[config.mk]
export PLATFORM = sky130hd
export DESIGN_NAME = qspi_flash_arbiter
export DESIGN_NICKNAME = d
export VERILOG_FILES = /design/src/rtl/qspi_flash_arbiter.sv
export SDC_FILE = /design/constraint.sdc
export NUM_CORES = 1
export LEC_CHECK = 0
export CAP_MARGIN = 15
export CORE_ASPECT_RATIO = 2
export CORE_MARGIN = 2
export CORE_UTILIZATION = 35
export CTS_BUF_LIST = sky130_fd_sc_hd__clkbuf_16
export CTS_CLUSTER_DIAMETER = 60
export DETAILED_ROUTE_END_ITERATION = 12
export DONT_BUFFER_PORTS = 1
export SLEW_MARGIN = 20
export SYNTH_ARGS = -nofsm -noshare
export SYNTH_HDL_FRONTEND = slang
export SYNTH_SLANG_ARGS = --single-unit
[constraint.sdc]
create_clock -name aclk -period 5.55 [get_ports aclk]
set_input_delay 0.2775 -clock aclk [delete_from_list [all_inputs] [get_ports aclk]]
set_output_delay 0.2775 -clock aclk [all_outputs]
set_load 0.005 [all_outputs]
[src/rtl/qspi_flash_arbiter.sv]
// ---------------------------------------------------------------------------
// qspi_flash_arbiter
//
// Shares one QSPI flash read engine between two requesters:
//   port C - cache line refill
//   port D - uncached / direct data read
// Requests are arbitrated round-robin while the engine reports idle. Each
// accepted request launches exactly one engine read. Returned words are
// counted and routed to the owning port, which then receives a done pulse.
// If the engine goes quiet for TIMEOUT cycles, the transaction is aborted
// with err=1.
//
// Ports (all in the aclk domain):
//   aclk, aresetn          clock, asynchronous active-low reset
//   c_req/c_addr/c_len     port C request (held until c_ack)
//   c_ack                  port C accepted (combinational, same cycle as win)
//   c_rvalid, c_done       port C data valid / transaction finished
//   d_*                    same set for port D
//   rdata                  returned word, shared by both ports
//   err                    qualifies c_done/d_done: 1 = timeout abort
//   qspi_addr/qspi_nwords  engine read address and word count
//   qspi_read_en           engine start pulse
//   qspi_dout/qspi_dval    engine data and data valid
//   qspi_rready            engine idle and able to take a start
// ---------------------------------------------------------------------------
module qspi_flash_arbiter #(
    parameter int unsigned MAXLEN  = 4,
    parameter int unsigned TIMEOUT = 1024,
    localparam int unsigned LENW   = $clog2(MAXLEN + 1)
) (
    input  logic            aclk,
    input  logic            aresetn,

    input  logic            c_req,
    input  logic [23:0]     c_addr,
    input  logic [LENW-1:0] c_len,
    output logic            c_ack,
    output logic            c_rvalid,
    output logic            c_done,

    input  logic            d_req,
    input  logic [23:0]     d_addr,
    input  logic [LENW-1:0] d_len,
    output logic            d_ack,
    output logic            d_rvalid,
    output logic            d_done,

    output logic [31:0]     rdata,
    output logic            err,

    output logic [23:0]     qspi_addr,
    output logic [LENW-1:0] qspi_nwords,
    output logic            qspi_read_en,
    input  logic [31:0]     qspi_dout,
    input  logic            qspi_dval,
    input  logic            qspi_rready
);

    localparam int unsigned TW = $clog2(TIMEOUT + 1);

    typedef enum logic [1:0] {
        StIdle,
        StIssue,
        StWait,
        StDone
    } state_e;

    // Owner / last-grant encoding: 0 = port C, 1 = port D.
    state_e            state_q, state_d;
    logic [23:0]       addr_q, addr_d;
    logic [LENW-1:0]   len_q, len_d;
    logic              owner_q, owner_d;
    logic              last_gnt_q, last_gnt_d;
    logic [LENW-1:0]   cnt_q, cnt_d;
    logic [TW-1:0]     tcnt_q, tcnt_d;
    logic [31:0]       rdata_q, rdata_d;
    logic              err_q, err_d;
    logic              c_rvalid_q, c_rvalid_d;
    logic              d_rvalid_q, d_rvalid_d;

    logic              arb_ok;
    logic              gnt_c;
    logic              gnt_d;
    logic              busy;

    // Zero-length requests still fetch one word; oversize requests are cut
    // to the largest burst the engine is configured for.
    function automatic logic [LENW-1:0] clamp_len(input logic [LENW-1:0] len);
        logic [LENW-1:0] res;
        if (len == '0) begin
            res = LENW'(1);
        end else if (len > LENW'(MAXLEN)) begin
            res = LENW'(MAXLEN);
        end else begin
            res = len;
        end
        return res;
    endfunction

    // -----------------------------------------------------------------------
    // Arbitration: only in IDLE with the engine ready. On a tie the port that
    // did not win last time is granted.
    // -----------------------------------------------------------------------
    always_comb begin
        arb_ok = (state_q == StIdle) && qspi_rready;
        gnt_c  = arb_ok && c_req && (!d_req || last_gnt_q);
        gnt_d  = arb_ok && d_req && (!c_req || !last_gnt_q);
    end

    // -----------------------------------------------------------------------
    // Next-state logic
    // -----------------------------------------------------------------------
    always_comb begin
        state_d    = state_q;
        addr_d     = addr_q;
        len_d      = len_q;
        owner_d    = owner_q;
        last_gnt_d = last_gnt_q;
        cnt_d      = cnt_q;
        tcnt_d     = tcnt_q;
        rdata_d    = rdata_q;
        err_d      = err_q;
        c_rvalid_d = 1'b0;
        d_rvalid_d = 1'b0;

        unique case (state_q)
            StIdle: begin
                if (gnt_c) begin
                    addr_d  = c_addr;
                    len_d   = clamp_len(c_len);
                    owner_d = 1'b0;
                    state_d = StIssue;
                end else if (gnt_d) begin
                    addr_d  = d_addr;
                    len_d   = clamp_len(d_len);
                    owner_d = 1'b1;
                    state_d = StIssue;
                end
            end

            StIssue: begin
                cnt_d   = '0;
                tcnt_d  = '0;
                state_d = StWait;
            end

            StWait: begin
                if (qspi_dval) begin
                    rdata_d    = qspi_dout;
                    c_rvalid_d = !owner_q;
                    d_rvalid_d = owner_q;
                    cnt_d      = cnt_q + LENW'(1);
                    tcnt_d     = '0;
                    if (cnt_q == len_q - LENW'(1)) begin
                        err_d   = 1'b0;
                        state_d = StDone;
                    end
                end else if (tcnt_q == TW'(TIMEOUT - 1)) begin
                    err_d   = 1'b1;
                    state_d = StDone;
                end else begin
                    tcnt_d = tcnt_q + TW'(1);
                end
            end

            StDone: begin
                last_gnt_d = owner_q;
                state_d    = StIdle;
            end

            default: begin
                state_d = StIdle;
            end
        endcase
    end

    // -----------------------------------------------------------------------
    // State registers
    // -----------------------------------------------------------------------
    always_ff @(posedge aclk or negedge aresetn) begin
        if (!aresetn) begin
            state_q    <= StIdle;
            addr_q     <= '0;
            len_q      <= '0;
            owner_q    <= 1'b0;
            last_gnt_q <= 1'b1;
            cnt_q      <= '0;
            tcnt_q     <= '0;
            rdata_q    <= '0;
            err_q      <= 1'b0;
            c_rvalid_q <= 1'b0;
            d_rvalid_q <= 1'b0;
        end else begin
            state_q    <= state_d;
            addr_q     <= addr_d;
            len_q      <= len_d;
            owner_q    <= owner_d;
            last_gnt_q <= last_gnt_d;
            cnt_q      <= cnt_d;
            tcnt_q     <= tcnt_d;
            rdata_q    <= rdata_d;
            err_q      <= err_d;
            c_rvalid_q <= c_rvalid_d;
            d_rvalid_q <= d_rvalid_d;
        end
    end

    // -----------------------------------------------------------------------
    // Outputs
    // -----------------------------------------------------------------------
    always_comb begin
        busy         = (state_q != StIdle);
        c_ack        = gnt_c;
        d_ack        = gnt_d;
        qspi_read_en = (state_q == StIssue);
        qspi_addr    = busy ? addr_q : '0;
        qspi_nwords  = busy ? len_q : '0;
        c_done       = (state_q == StDone) && !owner_q;
        d_done       = (state_q == StDone) && owner_q;
        c_rvalid     = c_rvalid_q;
        d_rvalid     = d_rvalid_q;
        rdata        = rdata_q;
        err          = err_q;
    end

    // -----------------------------------------------------------------------
    // Protocol invariants
    // -----------------------------------------------------------------------
    a_single_ack: assert property (@(posedge aclk) disable iff (!aresetn)
        !(c_ack && d_ack));

    a_read_en_pulse: assert property (@(posedge aclk) disable iff (!aresetn)
        qspi_read_en |=> !qspi_read_en);

    a_single_rvalid: assert property (@(posedge aclk) disable iff (!aresetn)
        !(c_rvalid && d_rvalid));

    a_single_done: assert property (@(posedge aclk) disable iff (!aresetn)
        !(c_done && d_done));

endmodule

# Word level (Yosys, flattened, before mapping)
# Cells that the tools add are included.
[word_totals]
regBits = 80
input_bits = 92
out_inout_bits = 67
elab_cells = 83
[op_classes]
n_addsub = 3
magnitude_cmp = 2
eq_ne = 11
mux = 30
n_reduce_logical = 26
[ops]
columns = ["cell", "count"]
rows = [
  ["$mux W24", 3],
  ["$mux W3", 8],
  ["$mux W11", 2],
  ["$pmux W11 S2", 1],
  ["$ne A3 B3 Y1 const B", 4],
  ["$add A11 B1 Y11 const B", 1],
  ["$eq A11 B10 Y1 const B", 1],
  ["$mux W2", 5],
  ["$mux W1", 9],
  ["$pmux W2 S4", 1],
  ["$reduce_and A2 Y1", 4],
  ["$reduce_bool A2 Y1", 4],
  ["$logic_and A1 B1 Y1", 7],
  ["$gt A3 B3 Y1 const B", 2],
  ["$logic_not A3 Y1", 2],
  ["$pmux W3 S2", 1],
  ["$reduce_and A3 Y1", 2],
  ["$eq A2 B2 Y1 const B", 2],
  ["$logic_not A1 Y1", 4],
  ["$add A3 B1 Y3 const B", 1],
  ["$eq A3 B3 Y1", 1],
  ["$sub A3 B1 Y3 const B", 1],
  ["$eq A2 B1 Y1 const B", 1],
  ["$logic_not A2 Y1", 1],
  ["other kinds (3)", 4],
]

# Longest topological paths before layout
# Gate-level depths: netlist of the first run.
[depth]
ltp_word = 7
depth_mapped = 8
mapped_depth_nobuf = 6

# Worst setup path before layout of the first run
# No wires, ideal clock.
[synth_path]
path_type = "reg-to-reg"
from = "reg tcnt_q[0]"
to = "reg state_q[1]"
setup_time_ns = 0.128
arrival_ns = 1.783
required_ns = 5.422
setup_slack_ns = 3.639
stages_incl_launch_ff = 6
n_path_buf = 0
period_less_slack_ns = 1.911
path_cell_list = "dfrtp_1 ha_1 nand4_4 or4_1 a32oi_1 mux2_1"
[synth_between]
elab_chain_cells = 3
[synth_lines]
columns = ["item", "line_no", "text"]
rows = [
  ["start: declaration", "75", "logic [TW-1:0] tcnt_q, tcnt_d;"],
  ["start signal: assignment", "200", "tcnt_q <= tcnt_d;"],
  ["$eq A11 B10 Y1", "158", "end else if (tcnt_q == TW'(TIMEOUT - 1)) begin"],
  ["$ne A3 B3 Y1 (no source line)", "-", ""],
  ["$reduce_and A3 Y1 (no source line)", "-", ""],
  ["end signal: assignment", "182", "state_q <= StIdle;"],
  ["end signal: assignment", "194", "state_q <= state_d;"],
  ["end: declaration", "69", "state_e state_q, state_d;"],
]
# No other way between the ends.
# A chain may end at the register's enable or synchronous reset.

# Worst setup path after layout of the first run
[layout_path]
from = "reg state_q[0]"
to = "out c_ack"
[layout_between]
elab_chain_cells = 4
[layout_lines]
columns = ["item", "line_no", "text"]
rows = [
  ["$logic_not A2 Y1", "105", "arb_ok = (state_q == StIdle) && qspi_rready;"],
  ["$logic_and A1 B1 Y1", "105", ""],
  ["$logic_and A1 B1 Y1 (2 in series)", "106", "gnt_c = arb_ok && c_req && (!d_req || last_gnt_q);"],
  ["end: declaration", "37", "output logic c_ack,"],
]
# No other way between the ends.

==> summary.md, run 1 <==
| Metric | Value |
|---|---|
| DRT antenna net count | 0 |
| Worst Hold Launch | qspi_dout[15] |
| Worst R2R End | state_q[1] |
| CTS tree | built |
| Num Clock Sinks | 80 |
| Largest net degree at the start of global routing | 81 |
| Post_cts resized | 0 |
| Clock Latency Late Sink | between 300 and 400 ps |
| Layout Skew | about 8.0 ps |
| Area after DPL | roughly 4000 um^2 |
| CP required | 5270 ps |
| GR Overflow Total | 0 |
| Core Area | about 11000 um^2 |
| DIE WIDTH | ~80 um |
| Num CTS Buffers | 9 |
| Final worst-path cycle share | between 40% and 50% |
| RSZ-0062 raised after global routing | false |
| DIE HEIGHT | roughly 150 um |
| Max-capacitance violation count | 0 |
| Worst slew pin tran | 753 ps |
| Dpl ws | between 3000 and 4000 ps |
| Worst Setup Start Kind | flip-flop |
| EDFF count, synth | 0 |
| Syn Nets | about 450 |
| Std cell rows | 54 |
| R2R Path Start | state_q[0] |
| Worst Hold End | rdata[15] |
| WHS Path Cells | 1 |
| Layout cells sized above 1 | 16.6% |
| Antenna violations before repair | 0 |
| Leakage | around 1.8 nW |
| Cell count after synthesis | between 300 and 400 |
| Global-route wire length before repair | 13200 um |
| # nets final | between 400 and 500 |
| Via Count | 2520 |
| 1st-iter DRT viols | 100 |
| Avg Vias per Cell | 5.14 |
| Syn. warnings | 0 |
| Post-CTS Setup Inserts | 0 |
| Seq cells post-synth | 80 |
| Antenna diodes | 0 |
| Die area | 11800 um^2 |
| R2R depth | 7 |
| Gpl congestion | around 0.75 |
| FMAX | 441 MHz |
| Clock buffer depth | 2 |
| Post-synth top area cell | dfrtp_1 |
| DPL Wire Length | between 6000 and 7000 um |
| Hold WC Path Type | input pin to flip-flop |
| Synth top area share | between 50% and 60% |
| Mapped Area | between 3000 and 4000 um^2 |
| Initial Utilization | a little over a third |
| Buffers added on ports | 0 |
| Root buffer cell | clkbuf_16 |
| Filler cell count | around 1100 |
| I/O pin count | approximately 160 |
| H-tree depth | 3 |
| Max-slew headroom | 49.3% |
| Vias in the first global route | about 2700 |
| Critical Setup Path Class | flip-flop to primary output |
| Sequential fraction of the synthesis area | 52.4% |
| Pwr per Cell Area | 531 nW/um^2 |
| CP Max Fanout | 16 |
| Peak VDD IR | between 0.15 and 0.2 mV |
| Clock transition at path regs | approximately 60 ps |
| Ys flop type | dfrtp_1 |
| Count leader, synth | dfrtp_1 |
| Syn avg cell area | 11.1 um^2 |
| Arr. time, crit path | approximately 2000 ps |
| Setup TNS Final | 0 ps |
| Synth cell types | 42 |
| Post-route minimum period | approximately 2300 ps |
| Outcome | finished, final reports clean |
| Fin. Hold Viols | 0 |
| Most instantiated cells after synthesis | dfrtp_1, nand2_1, o21ai_0 |
| Gr usage total | between 10% and 20% |
| Area Growth Syn to Fin | 13.1% |
| DR WL/cell | about 17 um |
| Final core utilization | approximately two fifths |
| Router iterations before antenna repair | 4 |
| Synth area leaders | dfrtp_1, mux2_2, mux2i_1 |
| Max-slew violations | 0 |
| Worst setup EP type | primary output |
| Design area | 4320 um^2 |
| FFs w/ async S/R, synth | 100% |
| Reg2Reg Setup Slack | between 3000 and 4000 ps |
| Final worst slack | approximately 3300 ps |
| Endpoints failing setup | 0 |
| DRC violations left | 0 |
| Drt total wl | ~8000 um |
through the flow:
step / hold WS [ps] / instances / power, mW
after floorplan: -18.1 / 346 / 1.54
after global placement: -16.2 / 471 / 1.68
after detailed placement: -16.6 / 472 / 1.73
after CTS: 76.6 / 490 / 2.34
after global routing: 76.9 / 490 / 2.47
final: 90.7 / 490 / 2.30
critical path: stages, from the launching register on:
cell and delay, ps:
dfrtp_1 410, inv_1 110, ha_1 180, nand3_1 120, a21oi_4 590, buf_16 240
cells by family after synthesis:
| family | Yosys count | share of synthesized area [%] |
|---|---|---|
| AOI/OAI and AO/OA | 62 | 9.94 |
| xor gates and xnor gates | 9 | 2.42 |
| adders and majority gates | 8 | 2.62 |
| buffers and inverters | 29 | 2.94 |
| DFF | 80 | 52.4 |
| muxes | 61 | 17.0 |
| and+or+nand+nor | 97 | 12.7 |
sequential cells by signal, indices dropped and copies added, names as in the netlist:
name,flops
c_rvalid,1
last_gnt_q,1
owner_q,1
tcnt_q,11
cnt_q,3
err,1
state_q,2
d_rvalid,1
addr_q,24
rdata,32
len_q,3
per-layer routing:
metal | share of wire, % | vias up | routed length, um | track usage, %
met5 | 0 | - | 0 | 0
met4 | 2.2 | 0 | 176 | 6.43
met3 | 6.8 | 14 | 548 | 4.45
met2 | 56 | 104 | 4550 | 26.5
met1 | 35 | 1208 | 2820 | 13.9
li1 | - | 1194 | - | -
cells in the final DEF (no fill, tap or decap), types with 2 or more instances in the layout:
cell type and instances:
dfrtp_1 79, nand2_1 44, o21ai_0 34, mux2_2 32
nor2b_1 29, mux2i_1 28, inv_1 12, nor2_1 9
clkbuf_16 9, ha_1 8, xor2_1 6, nand3_1 5
a21oi_1 5, o22ai_1 3, buf_4 3, o211ai_1 2
o21bai_1 2, a31o_2 2, xnor2_1 2, a31oi_1 2
o31a_1 2, a22o_1 2, clkinv_4 2, buf_16 2
power by group:
group / switching (mW) / internal, mW
sequential: 0.171 / 0.832
combinational: 0.372 / 0.337
clock: 0.237 / 0.348
total: 0.779 / 1.52
cell type report:
cell class	instances	area (um^2)	share of cell area [%]
inverter	11	41.3	0.955
tap	140	175	4.05
timing repair buffer	6	87.6	2.03
clock buffer	9	225	5.21
multi-input combinational	237	1720	39.8
sequential	80	2000	46.3
clock inverter	7	71.3	1.65
worst max-delay path by stage:
stage | cells after the start | end | slack [ps] | startpoint
3_3_place_gp | 7 | state_q[1] | 3320 | state_q[0]
3_5_place_dp | 7 | state_q[1] | 3280 | state_q[1]
4_1_cts | 5 | c_ack | 3240 | state_q[1]
5_1_grt | 7 | state_q[1] | 3120 | state_q[1]
6_report | 5 | c_ack | 3280 | state_q[0]
2_1_floorplan | 5 | state_q[1] | 3640 | tcnt_q[0]
what timing repair did:
item	in CTS	in global routing
endpoints found under the hold margin	80	0
hold buffers	2	0
setup endpoints to repair	0	0
(Power assumes the default switching activity.)
==> run 2, diff against run 1 <==
==> constraint.sdc (replaced) <==
create_clock -name aclk -period 2.3 [get_ports aclk]
set_input_delay 0.115 -clock aclk [delete_from_list [all_inputs] [get_ports aclk]]
set_output_delay 0.115 -clock aclk [all_outputs]
set_load 0.005 [all_outputs]
==> run 2 against run 1 <==
The run now ends with hold timing left. First-iteration DRC count is 90% higher. Clock skew up 1.4 ps. Die area unchanged. Combinational power increased to 2.6 times the previous value. Count of clock-buffer cells in the layout stayed put.
==> summary.md, run 2 (synthesis results as in run 1) <==
| Metric | Value |
|---|---|
| Layout cells sized above 1 | 14.5% (-2.1 points) |
| Worst slew pin tran | 637 ps (-115 ps) |
| Layout Skew | 9.45 ps (+1.43 ps) |
| Hold Slack | -4.96 ps (-95.6 ps) |
| Drt total wl | 9350 um (+15%) |
| Root buffer cell | clkbuf_16 |
| Fin. Hold Viols | 2 (+2) |
| Design area | 5090 um^2 (+18%) |
| CP Max Fanout | 7 (-9) |
| Largest register FFs | 32 (unchanged) |
| Placed cells | 475 (+0.64%) |
| Max-slew headroom | 57.1% (+7.9 points) |
| Antenna violations before repair | 0 (unchanged) |
| DIE HEIGHT | 152 um (unchanged) |
| Area after DPL | 4010 um^2 (+0.38%) |
| Endpoints failing setup | 0 (unchanged) |
| Num CTS Buffers | 9 (unchanged) |
| 1st-iter DRT viols | 190 (+90%) |
| Total power | 5.77 mW (+150%) |
| RSZ-0062 raised after global routing | false |
| # hold bufs at CTS | 77 (+75) |
| Gr usage total | 16.6% (+2.3 points) |
| Router iterations before antenna repair | 4 (unchanged) |
| Setup TNS Final | 0 ps (unchanged) |
| Vias in the first global route | 3081 (+15%) |
| CP required | 2520 ps (-2750 ps) |
| Most common cell after layout, fill and taps aside | dfrtp_1 |
| Leakage | 2.18 nW (+18%) |
| GR Overflow Total | 0 (unchanged) |
| Worst Setup Start Kind | flip-flop |
| FMAX | just under 500 MHz |
| Die area | 11800 um^2 (unchanged) |
| Std cell rows | 54 (unchanged) |
| Post-Layout Cell Count | 568 (+16%) |
| DRC violations left | 0 (unchanged) |
| Antenna diodes | 0 (unchanged) |
| Worst setup EP type | flip-flop |
| Arr. time, crit path | 2290 ps (+300 ps) |
| Post-route minimum period | ~2100 ps |
| Most frequent cells in the layout | dfrtp_1, dlygate4sd3_1, nand2_1 |
| Area Growth Syn to Fin | 33.2% |
| Peak VDD IR | 0.705 mV (+260%) |
| Failing checks | hold timing |
| Clock transition at path regs | 70 ps (about the same) |
| Pwr per Cell Area | 1130 nW/um^2 (+110%) |
| Post-CTS Setup Inserts | 0 (unchanged) |
| Buffers added on ports | 0 (unchanged) |
| DRT antenna net count | 0 (unchanged) |
| Max-slew violations | 0 (unchanged) |
| Initial Utilization | 35.4% (unchanged) |
| CTS tree | built |
| DIE WIDTH | 77.9 um (unchanged) |
| Final worst-path cycle share | roughly 90% |
| Avg Vias per Cell | 4.96 (-3.6%) |
| Outcome | complete, but fails checks |
| Via Count | 2815 (+12%) |
| Final core utilization | 47.1% (+7.1 points) |
| Num Clock Sinks | 80 (unchanged) |
| # nets final | 523 (+18%) |
| DR WL/cell | 16.5 um (-0.39%) |
| Core Area | 10800 um^2 (unchanged) |
| Final worst slack | 227 ps (-3060 ps) |
| Global-route wire length before repair | 15300 um (+16%) |
| Post_cts resized | 0 (unchanged) |
| Clock Latency Late Sink | 340 ps (about the same) |
| Clock buffer depth | 2 (unchanged) |
| Critical Setup Path Class | flip-flop to flip-flop |
| DPL Wire Length | 6090 um (+0.83%) |
| Hold WC Path Type | input pin to flip-flop |
| Dpl ws | 240 ps (-3040 ps) |
| Max-capacitance violation count | 0 (unchanged) |
| H-tree depth | 3 (unchanged) |
| Largest net degree at the start of global routing | 81 (unchanged) |
| Gpl congestion | 0.734 (-2.4%) |
| I/O pin count | 159 (unchanged) |
-- run 2: cell types whose count changed in the layout (fill, tap and decap cells not counted), sizes merged --
cell	delta
dlygate4sd3	+75
inv	+1
clkinvlp	-1
buf	+3
-- run 2: final cells by class --
class	count	area [um^2]
well taps	140	175
inverters	11	41.3
flip-flops and latches	80	2000
fillers	985	5720
repair buffers	84	853
clock buffers	9	225
clock inverters	7	76.3
multi-input cells	237	1720
-- run 2: worst paths after layout --
| check | startpoint | end | slack (ps) | depth (start not counted) |
|---|---|---|---|---|
| min in group asynchronous | aresetn | addr_q[14] | 360 | 2 |
| worst min-delay path | c_addr[16] | addr_q[16] | -5 | 2 |
| worst min register to register | addr_q[19] | addr_q[19] | 470 | 2 |
| worst max register to register | tcnt_q[0] | state_q[1] | 230 | 5 |
| max in group asynchronous | aresetn | last_gnt_q | 1590 | 2 |
| worst max-delay path | tcnt_q[0] | state_q[1] | 230 | 5 |
-- run 2: power breakdown --
part	internal [mW]	switching (mW)	total [mW]	leakage (nW)
logic	0.930	0.943	1.87	1.03
registers	2.01	0.416	2.42	0.992
clock network	0.853	0.617	1.47	0.150
total	3.79	1.98	5.77	2.18
-- run 2: per-layer routing --
layer / track usage, % / vias to the layer above / share of wire, %
met1: 17.7 / 1338 / 36
met5: 0 / - / 0
met4: 7.18 / 0 / 2.4
met2: 29.9 / 112 / 56
li1: - / 1350 / -
met3: 4.63 / 15 / 5.5
-- run 2: critical path: stages (launching register included) --
cell	delay (ps)
dfrtp_1	390
ha_1	260
nand4_4	150
or4_1	530
a32oi_1	280
mux2_1	340
